<file path="src/rtl/calc_pkg.sv">
// Shared encodings for the UART calculator execution stage.
package calc_pkg;

  localparam logic [4:0] OP_ADD = 5'h01;
  localparam logic [4:0] OP_SUB = 5'h02;
  localparam logic [4:0] OP_MUL = 5'h03;
  localparam logic [4:0] OP_DIV = 5'h04;

  localparam logic [3:0] DT_SIGNED   = 4'h1;
  localparam logic [3:0] DT_UNSIGNED = 4'h2;

  localparam logic [31:0] DIV0_RESULT = 32'hFFFF_FFFF;

  typedef enum logic [1:0] {
    ST_IDLE = 2'd0,
    ST_EXEC = 2'd1,
    ST_DONE = 2'd2
  } state_t;

endpackage

</file>
<file path="src/rtl/calc_divider.sv">
// Iterative unsigned restoring divider, one quotient bit per cycle, MSB first.
// The first bit is resolved on the start edge, so done rises DW cycles after start.
module calc_divider #(
  parameter int DW = 16
) (
  input  logic          clk,
  input  logic          rst,
  input  logic          start,
  input  logic [DW-1:0] dividend,
  input  logic [DW-1:0] divisor,
  output logic          done,
  output logic [DW-1:0] quotient,
  output logic [DW-1:0] remainder
);

  localparam int CW = $clog2(DW);

  logic [DW-1:0] quot_q, rem_q, dvsr_q;
  logic [CW-1:0] cnt_q;
  logic          run_q;

  logic [DW-1:0] src_quot, src_rem, src_dvsr;
  logic [DW:0]   shifted;
  logic          fits;
  logic [DW-1:0] rem_next, quot_next;

  always_comb begin
    src_quot  = start ? dividend : quot_q;
    src_rem   = start ? '0 : rem_q;
    src_dvsr  = start ? divisor : dvsr_q;
    shifted   = {src_rem, src_quot[DW-1]};
    fits      = shifted >= {1'b0, src_dvsr};
    rem_next  = fits ? DW'(shifted - {1'b0, src_dvsr}) : shifted[DW-1:0];
    quot_next = {src_quot[DW-2:0], fits};
  end

  always_ff @(posedge clk) begin
    if (rst) begin
      quot_q <= '0;
      rem_q  <= '0;
      dvsr_q <= '0;
      cnt_q  <= '0;
      run_q  <= 1'b0;
      done   <= 1'b0;
    end else if (start) begin
      quot_q <= quot_next;
      rem_q  <= rem_next;
      dvsr_q <= divisor;
      cnt_q  <= CW'(1);
      run_q  <= 1'b1;
      done   <= 1'b0;
    end else if (run_q) begin
      quot_q <= quot_next;
      rem_q  <= rem_next;
      cnt_q  <= cnt_q + 1'b1;
      if (cnt_q == CW'(DW - 1)) begin
        run_q <= 1'b0;
        done  <= 1'b1;
      end
    end else begin
      done <= 1'b0;
    end
  end

  assign quotient  = quot_q;
  assign remainder = rem_q;

endmodule

</file>
<file path="src/rtl/calc_alu.sv">
// Calculator execution stage: add/sub/mul/div, signed or unsigned, multi-cycle.
// Define CALC_FAST_MUL_EN for a single-cycle combinational multiplier.
module calc_alu
  import calc_pkg::*;
#(
  parameter int DW   = 16,
  parameter int ITER = 16
) (
  input  logic            clk,
  input  logic            rst,
  input  logic [3:0]      dtype,
  input  logic [4:0]      operator,
  input  logic [DW-1:0]   src1,
  input  logic [DW-1:0]   src2,
  input  logic            parser_done,
  output logic            busy,
  output logic [2*DW-1:0] result,
  output logic [DW-1:0]   remainder,
  output logic            err,
  output logic            result_valid
);

  localparam int CW = $clog2(ITER);
  localparam int RW = 2 * DW;

  state_t state_q, state_d;

  logic [CW-1:0] cnt_q;
  logic [4:0]    op_q;
  logic          sgn_mode_q, neg_a_q, neg_b_q, bad_q, div0_q;
  logic [DW-1:0] a_q, b_q, mag_a_q, mag_b_q;

  logic          accept, in_signed, in_bad, in_neg_a, in_neg_b, div_start;
  logic [DW-1:0] in_mag_a, in_mag_b;
  logic          div_done;
  logic [DW-1:0] div_quot, div_rem;
  logic          exec_last;
  logic [RW-1:0] mul_mag, md_mag, md_signed, ext_a, ext_b, addsub;
  logic [DW-1:0] rem_signed;

  always_comb begin
    accept    = (state_q == ST_IDLE) && parser_done;
    in_signed = (dtype == DT_SIGNED);
    in_bad    = !((dtype == DT_SIGNED) || (dtype == DT_UNSIGNED)) ||
                !((operator == OP_ADD) || (operator == OP_SUB) ||
                  (operator == OP_MUL) || (operator == OP_DIV));
    in_neg_a  = in_signed && src1[DW-1];
    in_neg_b  = in_signed && src2[DW-1];
    in_mag_a  = in_neg_a ? DW'(-src1) : src1;
    in_mag_b  = in_neg_b ? DW'(-src2) : src2;
    div_start = accept && !in_bad && (operator == OP_DIV) && (src2 != '0);
  end

  calc_divider #(.DW(DW)) u_div (
    .clk       (clk),
    .rst       (rst),
    .start     (div_start),
    .dividend  (in_mag_a),
    .divisor   (in_mag_b),
    .done      (div_done),
    .quotient  (div_quot),
    .remainder (div_rem)
  );

`ifdef CALC_FAST_MUL_EN
  always_comb mul_mag = RW'(mag_a_q) * RW'(mag_b_q);
`else
  logic [RW-1:0] acc_q;
  logic [RW-1:0] mul_term;

  // Shift-add: bit cnt of the multiplier selects multiplicand<<cnt.
  always_comb begin
    mul_term = RW'(mag_a_q) << cnt_q;
    mul_mag  = mag_b_q[cnt_q] ? (acc_q + mul_term) : acc_q;
  end

  always_ff @(posedge clk) begin
    if (rst || accept) acc_q <= '0;
    else if (state_q == ST_EXEC) acc_q <= mul_mag;
  end
`endif

  always_comb begin
    exec_last = 1'b1;
    if (!bad_q && (op_q == OP_DIV) && !div0_q) exec_last = div_done;
`ifndef CALC_FAST_MUL_EN
    else if (!bad_q && (op_q == OP_MUL)) exec_last = (cnt_q == CW'(ITER - 1));
`endif
  end

  always_comb begin
    md_mag     = (op_q == OP_DIV) ? RW'(div_quot) : mul_mag;
    md_signed  = (neg_a_q ^ neg_b_q) ? RW'(-md_mag) : md_mag;
    ext_a      = sgn_mode_q ? {{DW{a_q[DW-1]}}, a_q} : RW'(a_q);
    ext_b      = sgn_mode_q ? {{DW{b_q[DW-1]}}, b_q} : RW'(b_q);
    addsub     = (op_q == OP_ADD) ? (ext_a + ext_b) : (ext_a - ext_b);
    rem_signed = neg_a_q ? DW'(-div_rem) : div_rem;
  end

  always_comb begin
    state_d      = state_q;
    busy         = (state_q != ST_IDLE);
    result_valid = 1'b0;
    case (state_q)
      ST_IDLE: if (parser_done) state_d = ST_EXEC;
      ST_EXEC: if (exec_last) state_d = ST_DONE;
      ST_DONE: begin
        result_valid = 1'b1;
        state_d      = ST_IDLE;
      end
      default: state_d = ST_IDLE;
    endcase
  end

  always_ff @(posedge clk) begin
    if (rst) state_q <= ST_IDLE;
    else     state_q <= state_d;
  end

  always_ff @(posedge clk) begin
    if (rst) begin
      cnt_q      <= '0;
      op_q       <= '0;
      sgn_mode_q <= 1'b0;
      neg_a_q    <= 1'b0;
      neg_b_q    <= 1'b0;
      bad_q      <= 1'b0;
      div0_q     <= 1'b0;
      a_q        <= '0;
      b_q        <= '0;
      mag_a_q    <= '0;
      mag_b_q    <= '0;
      result     <= '0;
      remainder  <= '0;
      err        <= 1'b0;
    end else if (accept) begin
      cnt_q      <= '0;
      op_q       <= operator;
      sgn_mode_q <= in_signed;
      neg_a_q    <= in_neg_a;
      neg_b_q    <= in_neg_b;
      bad_q      <= in_bad;
      div0_q     <= !in_bad && (operator == OP_DIV) && (src2 == '0);
      a_q        <= src1;
      b_q        <= src2;
      mag_a_q    <= in_mag_a;
      mag_b_q    <= in_mag_b;
      err        <= 1'b0;
    end else if (state_q == ST_EXEC) begin
      cnt_q <= cnt_q + 1'b1;
      if (exec_last) begin
        if (bad_q) begin
          err       <= 1'b1;
          result    <= '0;
          remainder <= '0;
        end else if (div0_q) begin
          err       <= 1'b1;
          result    <= DIV0_RESULT;
          remainder <= a_q;
        end else if (op_q == OP_DIV) begin
          result    <= md_signed;
          remainder <= rem_signed;
        end else if (op_q == OP_MUL) begin
          result    <= md_signed;
          remainder <= '0;
        end else begin
          result    <= addsub;
          remainder <= '0;
        end
      end
    end
  end

endmodule

</file>
<file path="config.mk">
export PLATFORM = sky130hd
export DESIGN_NAME = calc_alu
export DESIGN_NICKNAME = d
export VERILOG_FILES = /design/src/rtl/calc_pkg.sv /design/src/rtl/calc_divider.sv /design/src/rtl/calc_alu.sv
export SDC_FILE = /design/constraint.sdc
export NUM_CORES = 1
export LEC_CHECK = 0
export ABC_AREA = 1
export CORE_MARGIN = 2
export CORE_UTILIZATION = 25
export CTS_CLUSTER_DIAMETER = 30
export DETAILED_ROUTE_END_ITERATION = 6
export PLACE_DENSITY = 0.45
export SYNTH_ARGS = -nofsm -noshare
export SYNTH_HDL_FRONTEND = slang
export SYNTH_SLANG_ARGS = --single-unit
</file>
<file path="constraint.sdc">
create_clock -name clk -period 4.72 [get_ports clk]
set_input_delay 0.472 -clock clk [delete_from_list [all_inputs] [get_ports clk]]
set_output_delay 0.472 -clock clk [all_outputs]
set_load 0.01 [all_outputs]
</file>
==> impl_metrics.toml <==
[logic_synthesis]
syn_nets = 3002
synth.avg_cell_area_sq_um = 6.04
synth_flop_cell = "dfxtp_1"
ys_seq_area_share_pct = 24.6
synth_top_area_share_pct = 24.6
synthCells = 2870
synth_edf_count = 0
synth_common_cells = "nand2_1, inv_1, nor2_1, o21ai_0, dfxtp_1"
async_flop_share_pct = 0
syn-cell-area_sq_mm = 0.0173
synth.ff_latch_count = 213
yosysUniqueCellTypes = 52
synth_most_common_cell = "nand2_1"
synth_area_leaders = "dfxtp_1, nand2_1, inv_1"
yosysTopAreaCell = "dfxtp_1"
yosysWarningCount = 0

[die]
die_w_um = 267
initial_core_util_pct = 25.3
num_rows = 96
die_area_sq_mm = 0.0715
core_region_area_sq_mm = 0.0686
die_y_um = 267
ios = 95

[pwr]
intPower_mw = 6.12
power.density_mw_per_mm2 = 392
pwr-share-comb_pct = 21.0
switching_share_pct = 30.6
peakVddDrop_mv = 0.212
sequentialPowerShare_pct = 22.2
switching_power_mw = 2.69
p_leak_nw = 10.7
clkPwrFrac_pct = 56.7

[route]
firstDrtPassIters = 6
drtIter0Drc = 1486
drc = 0
wl_per_cell_um = 16.8
wl_um = 67500
vias_per_cell = 4.62
vias = 18557
drtAntennaViolNets = 0

[clocking]
cts_max_level = 3
cts_num_sinks = 213
cts-root-buf = "clkbuf_16"
ctsLongestPathBuffers = 3
clk_latency_ns = 0.61
tritoncts = "done"
clk_pin_slew_ns = 0.04
cts_hold_buffers = 0
cts_buffers = 68

[critical_path]
regToRegEndpoint = "result[24]$_SDFFE_PP0P_"
endpoint_kind = "flop"
cpMaxStageDelayCell = "nand3_1"
critPathArrivalTime_ns = 4.76
crit_type = "reg -> reg"
rrSetupSlack_ns = 0.38
reg2reg_from = "op_q[0]$_SDFFE_PP0P_"
cp-start-kind = "flop"
cp_cell_sequence = "inv_1, nor2_1, nand3_1, inv_1, nor2_1, xor2_1, ha_1, nor2_1, a21oi_1, nand3_1, nand2_1, a21oi_1, o21ai_0, nand2_1, o21bai_1, nand2_1, o21ai_0, a21oi_1, o21ai_0, nand3_1, nand2_1, a21oi_1"
critical_path.max_stage_delay_ns = 0.44
worstPathMaxFanout = 6
cp_data_required_time_ns = 5.15
rr_worst_depth = 22

[cells_and_area]
synthToLayoutAreaGrowth_pct = 29.6
multiInputGateArea_sq_mm = 0.0111
insertedDiodeCount = 0
fin_cells = 4013
drive_above_1_share_pct = 10.4
register_area_sq_mm = 0.00426
nFillCells = 7605
final_nets = 3162
final_area_sq_mm = 0.0225

[place]
placed_cells = 3889
dp_hpwl_um = 53400
placed_cell_area_sq_mm = 0.0198
io_buffer_count = 94
gp_congestion = 0.899

[sta]
hold_violations = 0
rsz0062_at_grt = "no"
finalCritPeriodShare_pct = 91.9
relSlewSlack_pct = 45.1
setup_viol = 0
skew_ns = 0.0463
fmaxAchievable_mhz = 231
finalMaxSlewViolations = 0
worst_pin_slew_ns = 0.823
fin_crit_ns = 4.34

[grt]
grtUsageTotal_pct = 18.9
grt_pass1_wl_um = 104000
overflow = 0
antenna_found_initial = 2
grt_max_degree = 54
grt_pass1_vias = 17791

[hold_path]
holdPathStages = 2
holdPathEnd = "u_div.quotient[3]$_SDFFE_PP0P_"
worst_hold_path_type = "in -> reg"
min_from = "rst"

[run]
cap_violations = 0

[run_status]
status = "complete, no violations"
## routing by layer
layer  global-route usage, %  wire length [um]  vias to the layer above  share of wire (%)
li1                        -                 -                     9717                  -
met1                    27.3             34100                     8309                 50
met2                    27.9             27800                      442                 41
met3                    4.36              4030                       87                6.0
met4                    5.27              1620                        2                2.4
met5                       0                 8                        -              0.012
## logic make-up after synthesis
logic type / Yosys count / share of synthesized area (%)
adder cells (fa/ha/maj): 88 / 6.48
flip-flops: 213 / 24.6
buffers and inverters: 535 / 11.8
multiplexers: 12 / 0.693
AO/OA/AOI/OAI: 565 / 18.3
AND/OR/NAND/NOR: 1373 / 33.9
XOR/XNOR: 84 / 4.24
## metrics by stage
stage / setup TNS, ns / setup WS, ns / hold WS (ns) / power [mW] / utilization [%]
final: 0 / 0.384 / 0.397 / 8.81 / 32.7
after global routing: 0 / 0.0125 / 0.405 / 9.25 / 32.7
after CTS: 0 / 0.305 / 0.384 / 8.87 / 32.6
after detailed placement: -0.189 / -0.110 / 0.457 / 3.82 / 28.9
after global placement: 0 / 0.0122 / 0.454 / 3.82 / 28.9
after floorplan: 0 / 0.495 / 0.439 / 3.20 / -
## layout make-up
cell class | instances | area share [%]
inverter | 421 | 7.04
clock buffer | 89 | 8.73
tap | 931 | 5.19
timing repair buffer | 204 | 8.02
multi-input combinational | 2122 | 49.4
clock inverter | 33 | 2.63
sequential | 213 | 19.0
## power groups by stage
stage	registers, mW	clock network [mW]	logic [mW]
6_report	1.96	5.00	1.85
5_1_grt	1.97	5.19	2.08
4_1_cts	1.96	5.07	1.84
3_5_place_dp	1.99	0	1.83
3_3_place_gp	1.99	0	1.83
2_1_floorplan	1.98	0	1.22
## placed cells by master, fill, tap and decap left out, types with 7 or more instances in the layout
cell	synthesis	final
a21oi_1	198	198
a221oi_1	9	9
a31oi_1	10	10
buf_4	5	108
bufinv_16	0	12
clkbuf_16	0	69
clkbuf_8	0	16
clkdlybuf4s50_1	0	93
clkinv_1	7	7
clkinv_2	0	12
dfxtp_1	213	213
ha_1	85	85
inv_1	410	408
mux2i_1	12	12
nand2_1	768	765
nand2_2	25	28
nand3_1	197	193
nand3_2	12	16
nand3b_1	13	13
nand4_1	30	30
nor2_1	236	230
nor3_1	46	46
o211ai_1	43	43
o21a_1	8	8
o21ai_0	219	209
o21ai_1	3	13
o21bai_1	9	9
o221ai_1	9	9
o22ai_1	35	35
or2_2	24	24
xnor2_1	13	13
xor2_1	71	71
## how the worst max path moves through the flow
| stage | from | slack (ns) | cells after the start | end |
|---|---|---|---|---|
| 2_1_floorplan | src2[0] | 0.49 | 24 | u_div.remainder[11]$_SDFFE_PP0P_ |
| 3_3_place_gp | src1[0] | 0.01 | 23 | u_div.remainder[14]$_SDFFE_PP0P_ |
| 3_5_place_dp | src1[0] | -0.11 | 23 | u_div.remainder[14]$_SDFFE_PP0P_ |
| 4_1_cts | cnt_q[0]$_SDFFE_PP0P_ | 0.31 | 25 | result[12]$_SDFFE_PP0P_ |
| 5_1_grt | cnt_q[0]$_SDFFE_PP0P_ | 0.01 | 27 | result[27]$_SDFFE_PP0P_ |
| 6_report | op_q[0]$_SDFFE_PP0P_ | 0.38 | 22 | result[24]$_SDFFE_PP0P_ |
## worst max-delay path, delay by kind of cell (launching register included)
family                     cells  cell delay (ns)
buffers and inverters          2             0.44
xor gates and xnor gates       1             0.15
and+or+nand+nor               10             1.45
adders and majority gates      1             0.35
AOI/OAI and AO/OA              8             1.44
DFF                            1             0.32
## flip-flops by register name, indices dropped and copies added (netlist names), 2 cells and up
signal / count
cnt_q: 4
u_div.cnt_q: 4
b_q: 16
acc_q: 32
a_q: 16
op_q: 5
u_div.remainder: 16
mag_b_q: 15
mag_a_q: 15
u_div.dvsr_q: 16
remainder: 16
u_div.quotient: 16
result: 32
state_q: 2
## repair_timing
item,in CTS,in global routing
setup endpoints to repair,0,19
endpoints found under the hold margin,0,0
gates resized for setup,0,24
setup buffers,0,2
Power figures use the tool's default switching activity.
